`config.mk`:
```
export PLATFORM = sky130hd
export DESIGN_NAME = transform_sequencer
export DESIGN_NICKNAME = d
export VERILOG_FILES = /design/src/rtl/transform_sequencer.sv
export SDC_FILE = /design/constraint.sdc
export NUM_CORES = 1
export LEC_CHECK = 0
export ABC_AREA = 0
export BUFFER_PORTS_ARGS = -buffer_cell sky130_fd_sc_hd__buf_4
export CORE_UTILIZATION = 56
export CTS_BUF_LIST = sky130_fd_sc_hd__clkbuf_16
export DETAILED_ROUTE_END_ITERATION = 6
export PLACE_DENSITY = 0.8
export SLEW_MARGIN = 20
export SYNTH_ARGS = -nofsm -noshare
export SYNTH_HDL_FRONTEND = slang
export SYNTH_SLANG_ARGS = --single-unit
export TNS_END_PERCENT = 5
```
`constraint.sdc`:
```
create_clock -name clk -period 3.2 [get_ports clk]
set_input_delay 0.64 -clock clk [delete_from_list [all_inputs] [get_ports clk]]
set_output_delay 0.64 -clock clk [all_outputs]
set_load 0.01 [all_outputs]
```
`src/rtl/transform_sequencer.sv`:
```
// transform_sequencer: frame-level controller that steps each model through the MVP fetch,
// the vertex shade pass that packs the G-buffer, and the primitive assembly pass.
module transform_sequencer #(
    parameter int unsigned MAX_MODEL_COUNT      = 16,
    parameter int unsigned MAX_VERTEX_COUNT     = 4096,
    parameter int unsigned MAX_TRIANGLE_COUNT   = 16384,
    parameter int unsigned RESET_BASE_PER_MODEL = 0,
    localparam int unsigned AW = $clog2(MAX_VERTEX_COUNT),
    localparam int unsigned TW = $clog2(MAX_TRIANGLE_COUNT + 1),
    localparam int unsigned CW = $clog2(MAX_MODEL_COUNT + 1),
    localparam int unsigned IW = $clog2(MAX_MODEL_COUNT)
) (
    input  logic          clk,
    input  logic          rstn,
    input  logic          i_start,
    input  logic          i_abort,
    input  logic [CW-1:0] i_model_count,
    output logic          o_ready,
    output logic          o_done,
    output logic          o_error,
    output logic          o_mvp_read_en,
    input  logic          i_mvp_dv,
    output logic          o_vs_start,
    input  logic          i_vpp_vertex_dv,
    input  logic          i_vpp_vertex_invalid,
    input  logic          i_vpp_last,
    output logic          o_gbuff_write_en,
    output logic [AW-1:0] o_gbuff_addr_write,
    output logic          o_gbuff_write_invalid,
    output logic [AW-1:0] o_vertex_base,
    output logic          o_pa_start,
    input  logic          i_pa_finished,
    input  logic          i_tri_dv,
    output logic [IW-1:0] o_model_idx,
    output logic [TW-1:0] o_triangle_count
);

    // Local count is one bit wider than an address and saturates, so once a model
    // runs past the buffer end it can never wrap back into range.
    localparam int unsigned LW = AW + 1;
    localparam int unsigned SW = AW + 2;

    typedef enum logic [2:0] {
        StIdle,
        StGetMatrix,
        StShade,
        StAssemble,
        StNextModel,
        StDone
    } state_e;

    state_e        state_q, state_d;
    logic [CW-1:0] count_q, count_d;
    logic [AW-1:0] base_q, base_d;
    logic [LW-1:0] local_q, local_d;
    logic [IW-1:0] idx_q, idx_d;
    logic [TW-1:0] tri_q, tri_d;
    logic          err_q, err_d;
    logic          we_q, we_d;
    logic [AW-1:0] waddr_q, waddr_d;
    logic          winv_q, winv_d;
    logic          vs_q, vs_d;
    logic          pa_q, pa_d;

    logic [SW-1:0] sum;
    logic          overflow;
    logic [LW-1:0] local_inc;
    logic [TW-1:0] tri_inc;
    logic          last_model;

    always_comb begin
        sum        = {2'b00, base_q} + {1'b0, local_q};
        overflow   = (sum >= SW'(MAX_VERTEX_COUNT));
        local_inc  = (local_q == {LW{1'b1}}) ? local_q : local_q + LW'(1);
        tri_inc    = (tri_q >= TW'(MAX_TRIANGLE_COUNT)) ? tri_q : tri_q + TW'(1);
        last_model = (CW'(idx_q) == count_q - CW'(1));
    end

    always_comb begin
        state_d = state_q;
        count_d = count_q;
        base_d  = base_q;
        local_d = local_q;
        idx_d   = idx_q;
        tri_d   = tri_q;
        err_d   = err_q;
        we_d    = 1'b0;
        waddr_d = waddr_q;
        winv_d  = winv_q;

        if (i_abort && (state_q != StIdle)) begin
            // Counters keep their values for inspection until the next start.
            state_d = StIdle;
        end else begin
            case (state_q)
                StIdle: begin
                    if (i_start) begin
                        count_d = i_model_count;
                        base_d  = '0;
                        local_d = '0;
                        idx_d   = '0;
                        tri_d   = '0;
                        err_d   = 1'b0;
                        state_d = (i_model_count == '0) ? StDone : StGetMatrix;
                    end
                end
                StGetMatrix: begin
                    if (i_mvp_dv) begin
                        state_d = StShade;
                    end
                end
                StShade: begin
                    if (i_vpp_vertex_dv) begin
                        local_d = local_inc;
                        if (overflow) begin
                            err_d = 1'b1;
                        end else begin
                            we_d    = 1'b1;
                            waddr_d = sum[AW-1:0];
                            winv_d  = i_vpp_vertex_invalid;
                        end
                        if (i_vpp_last) begin
                            state_d = StAssemble;
                        end
                    end
                end
                StAssemble: begin
                    if (i_tri_dv) begin
                        tri_d = tri_inc;
                    end
                    if (i_pa_finished) begin
                        state_d = StNextModel;
                    end
                end
                StNextModel: begin
                    base_d  = (RESET_BASE_PER_MODEL != 0) ? '0 : sum[AW-1:0];
                    local_d = '0;
                    idx_d   = idx_q + IW'(1);
                    state_d = last_model ? StDone : StGetMatrix;
                end
                StDone: begin
                    state_d = StIdle;
                end
                default: begin
                    state_d = StIdle;
                end
            endcase
        end

        vs_d = (state_d == StShade) && (state_q != StShade);
        pa_d = (state_d == StAssemble) && (state_q != StAssemble);
    end

    always_ff @(posedge clk or negedge rstn) begin
        if (!rstn) begin
            state_q <= StIdle;
            count_q <= '0;
            base_q  <= '0;
            local_q <= '0;
            idx_q   <= '0;
            tri_q   <= '0;
            err_q   <= 1'b0;
            we_q    <= 1'b0;
            waddr_q <= '0;
            winv_q  <= 1'b0;
            vs_q    <= 1'b0;
            pa_q    <= 1'b0;
        end else begin
            state_q <= state_d;
            count_q <= count_d;
            base_q  <= base_d;
            local_q <= local_d;
            idx_q   <= idx_d;
            tri_q   <= tri_d;
            err_q   <= err_d;
            we_q    <= we_d;
            waddr_q <= waddr_d;
            winv_q  <= winv_d;
            vs_q    <= vs_d;
            pa_q    <= pa_d;
        end
    end

    assign o_ready               = (state_q == StIdle);
    assign o_mvp_read_en         = (state_q == StGetMatrix);
    assign o_done                = (state_q == StDone);
    assign o_error               = err_q;
    assign o_vs_start            = vs_q;
    assign o_pa_start            = pa_q;
    assign o_gbuff_write_en      = we_q;
    assign o_gbuff_addr_write    = waddr_q;
    assign o_gbuff_write_invalid = winv_q;
    assign o_vertex_base         = base_q;
    assign o_model_idx           = idx_q;
    assign o_triangle_count      = tri_q;

endmodule

```
==> results.cfg <==
[critical_path]
end_kind = register
arrival_ns = 2.92
critical_path_class = reg -> reg
start_kind = register
rr_worst_depth = 9
cp_max_fo = 7
cp.required_ns = 3.41

[final_layout]
fillers = 476
layout.nets = 487
register_area_um2 = 1730
finalNonFillerCells = 537
drive_gt1_share_pct = 22.8
syn_to_final_growth_pct = 23.0
multi_input_area_um2 = 1930
diodes = 0

[clock_tree]
cts_resized = 0
ctsHoldBuffers = 0
cts_made_buffers = 9
root_buffer = clkbuf_16
cts_htree_levels = 3
cts_setup_buffers = 0
cts_sinks = 69
clk_latency_ns = 0.33
clkTransAtPathRegs_ns = 0.06
clock_path_buffers = 2
cts_tree = yes

[sta]
finalCritPeriodShare_pct = 84.8
fin_tns_setup_ns = 0
slew_viol_final = 0
relSlewSlack_pct = 43.2
finalCriticalPeriod_ns = 2.71
setup_viol = 0
fin_skew_ns = 0.00536
hold_viol = 0
fmax_ghz = 0.369
grt_setup_unrepaired = no
tightestPinTransition_ns = 0.852

[global_route]
grt_max_degree = 70
grt_pass1_vias = 3015
antenna_found_initial = 0
grt_pass1_wl_um = 14600
overflow = 0
grt.total_usage_pct = 26.7

[synth]
synth_area_um2 = 3760
synth.distinct_cells = 48
avgSynthCellArea_um2 = 9.73
synth_edf_count = 0
synth_cells = 387
synth_ff_type = dfrtp_1
ys_ff_latch = 69
syn_nets = 419
synth_warnings = 0
ys_seq_area_share_pct = 45.9
async_flop_share_pct = 100

[floorplan]
core_um2 = 6420
dieArea_um2 = 7060
die_w_um = 84.0
die_h_um = 84.0
io_pins = 66
rows = 29
initial_utilization_pct = 58.6

[power_and_ir_drop]
clkPwrFrac_pct = 39.5
pwr-share-seq_pct = 39.1
power_mw = 2.64
power_leakage_nw = 2.31
power.share.switching_pct = 29.6
p_switching_mw = 0.784
powerDensity_nw_per_um2 = 571
ir_worst_vdd_uv = 483
p_comb_share_pct = 21.3
cellInternalPower_mw = 1.86

[routing]
drt_iter0_drc = 187
dr_total_vias = 3177
drc = 14
avgRoutedWirePerCell_um = 16.3
ant_nets = 0
viasPerCell = 5.92
wirelength_um = 8760
drtPass1Iterations = 7

[placement]
place_congestion = 0.851
hpwl_um = 6140
numPlacedInstances = 521
portBuffers = 65

[run_status]
status = finished, violations left
violations = design-rule violations

[job]
maxCapViolCount = 0

[hold_path]
min_path_type = in -> async
[metrics by stage]
step	util [%]	instance area [µm²]	hold slack [ns]	setup WS, ns
6_report	72.1	4630	0.424	0.487
3_3_place_gp	67.2	4320	0.483	0.652
2_1_floorplan	-	3760	0.344	0.547
5_1_grt	72.1	4630	0.500	0.376
4_1_cts	72.1	4630	0.462	0.493
3_5_place_dp	67.2	4320	0.480	0.525
[final cells by class]
type	instances	share of cell area (%)
tap	77	2.08
sequential	69	37.3
timing repair buffer	70	11.3
inverter	10	0.810
clock buffer	9	4.86
multi-input combinational	295	41.7
clock inverter	7	1.94
[layer usage]
metal	share of wire, %	wire length (µm)	global-route usage (%)
met2	48	4170	41.1
met5	0	0	0
met4	2.1	182	10.7
met1	45	3920	37.3
met3	5.5	482	5.14
[path summary, 6_finish.rpt]
path,from,endpoint,slack (ns)
worst min-delay path,rstn,o_triangle_count[12],0.42
worst max-delay path,local_q[0],o_gbuff_addr_write[11],0.49
worst min register to register,o_error,o_error,0.50
max in group asynchronous,rstn,o_vertex_base[1],2.22
min in group clk,o_error,o_error,0.50
worst max register to register,local_q[0],o_gbuff_addr_write[11],0.49
[sequential cells by signal (all words and copies together) (netlist names)]
name and cells:
o_gbuff_write_invalid 1, o_error 1, o_pa_start 1, o_gbuff_addr_write 12, local_q 13, o_model_idx 4, o_vs_start 1, o_triangle_count 15
count_q 5, o_gbuff_write_en 1, o_vertex_base 12, state_q 3
[cells by family after synthesis]
family | share of synthesized area (%)
simple gates | 20.9
flops | 45.9
mux | 4.15
buf+inv | 2.86
xor+xnor | 7.91
compound gates | 12.5
fa+ha+maj | 5.85
[critical path, stage by stage (launching register included)]
cell	delay (ns)
dfrtp_1	0.42
ha_1	0.24
fa_1	0.45
a211oi_1	0.28
o211ai_1	0.17
a311oi_1	0.26
a31oi_1	0.09
nor2_1	0.14
buf_4	0.19
mux2_2	0.35
[layout by cell type, fill, tap and decap left out, drive strengths merged, types with 13 or more instances in the layout]
master,n
nor2,35
a21oi,20
xnor2,19
dfrtp,69
xor2,15
nand3,22
mux2,13
buf,70
o21ai,14
nand2,44
ha,16
[synthesized netlist by cell type (7+ instances only)]
library cell	n	share of area (%)
inv_1	10	1.0
xor2_1	15	3.5
nand2_1	44	4.4
ha_1	16	5.3
clkbuf_1	8	0.80
mux2_2	13	3.9
nor3_1	12	1.6
a21oi_1	20	2.7
nor2_1	35	3.5
dfrtp_1	69	46
o21ai_0	14	1.9
nand3_1	22	2.9
a22o_1	10	2.3
and3_1	7	1.2
xnor2_1	19	4.4
[power by group through the flow]
stage	combinational, mW	sequential [mW]	clock, mW
after floorplan	0.384	1.03	0
after global routing	0.626	1.05	1.09
after CTS	0.562	1.03	1.06
after global placement	0.544	1.04	0
final	0.564	1.03	1.05
after detailed placement	0.554	1.05	0
Power figures use the tool's default switching activity.
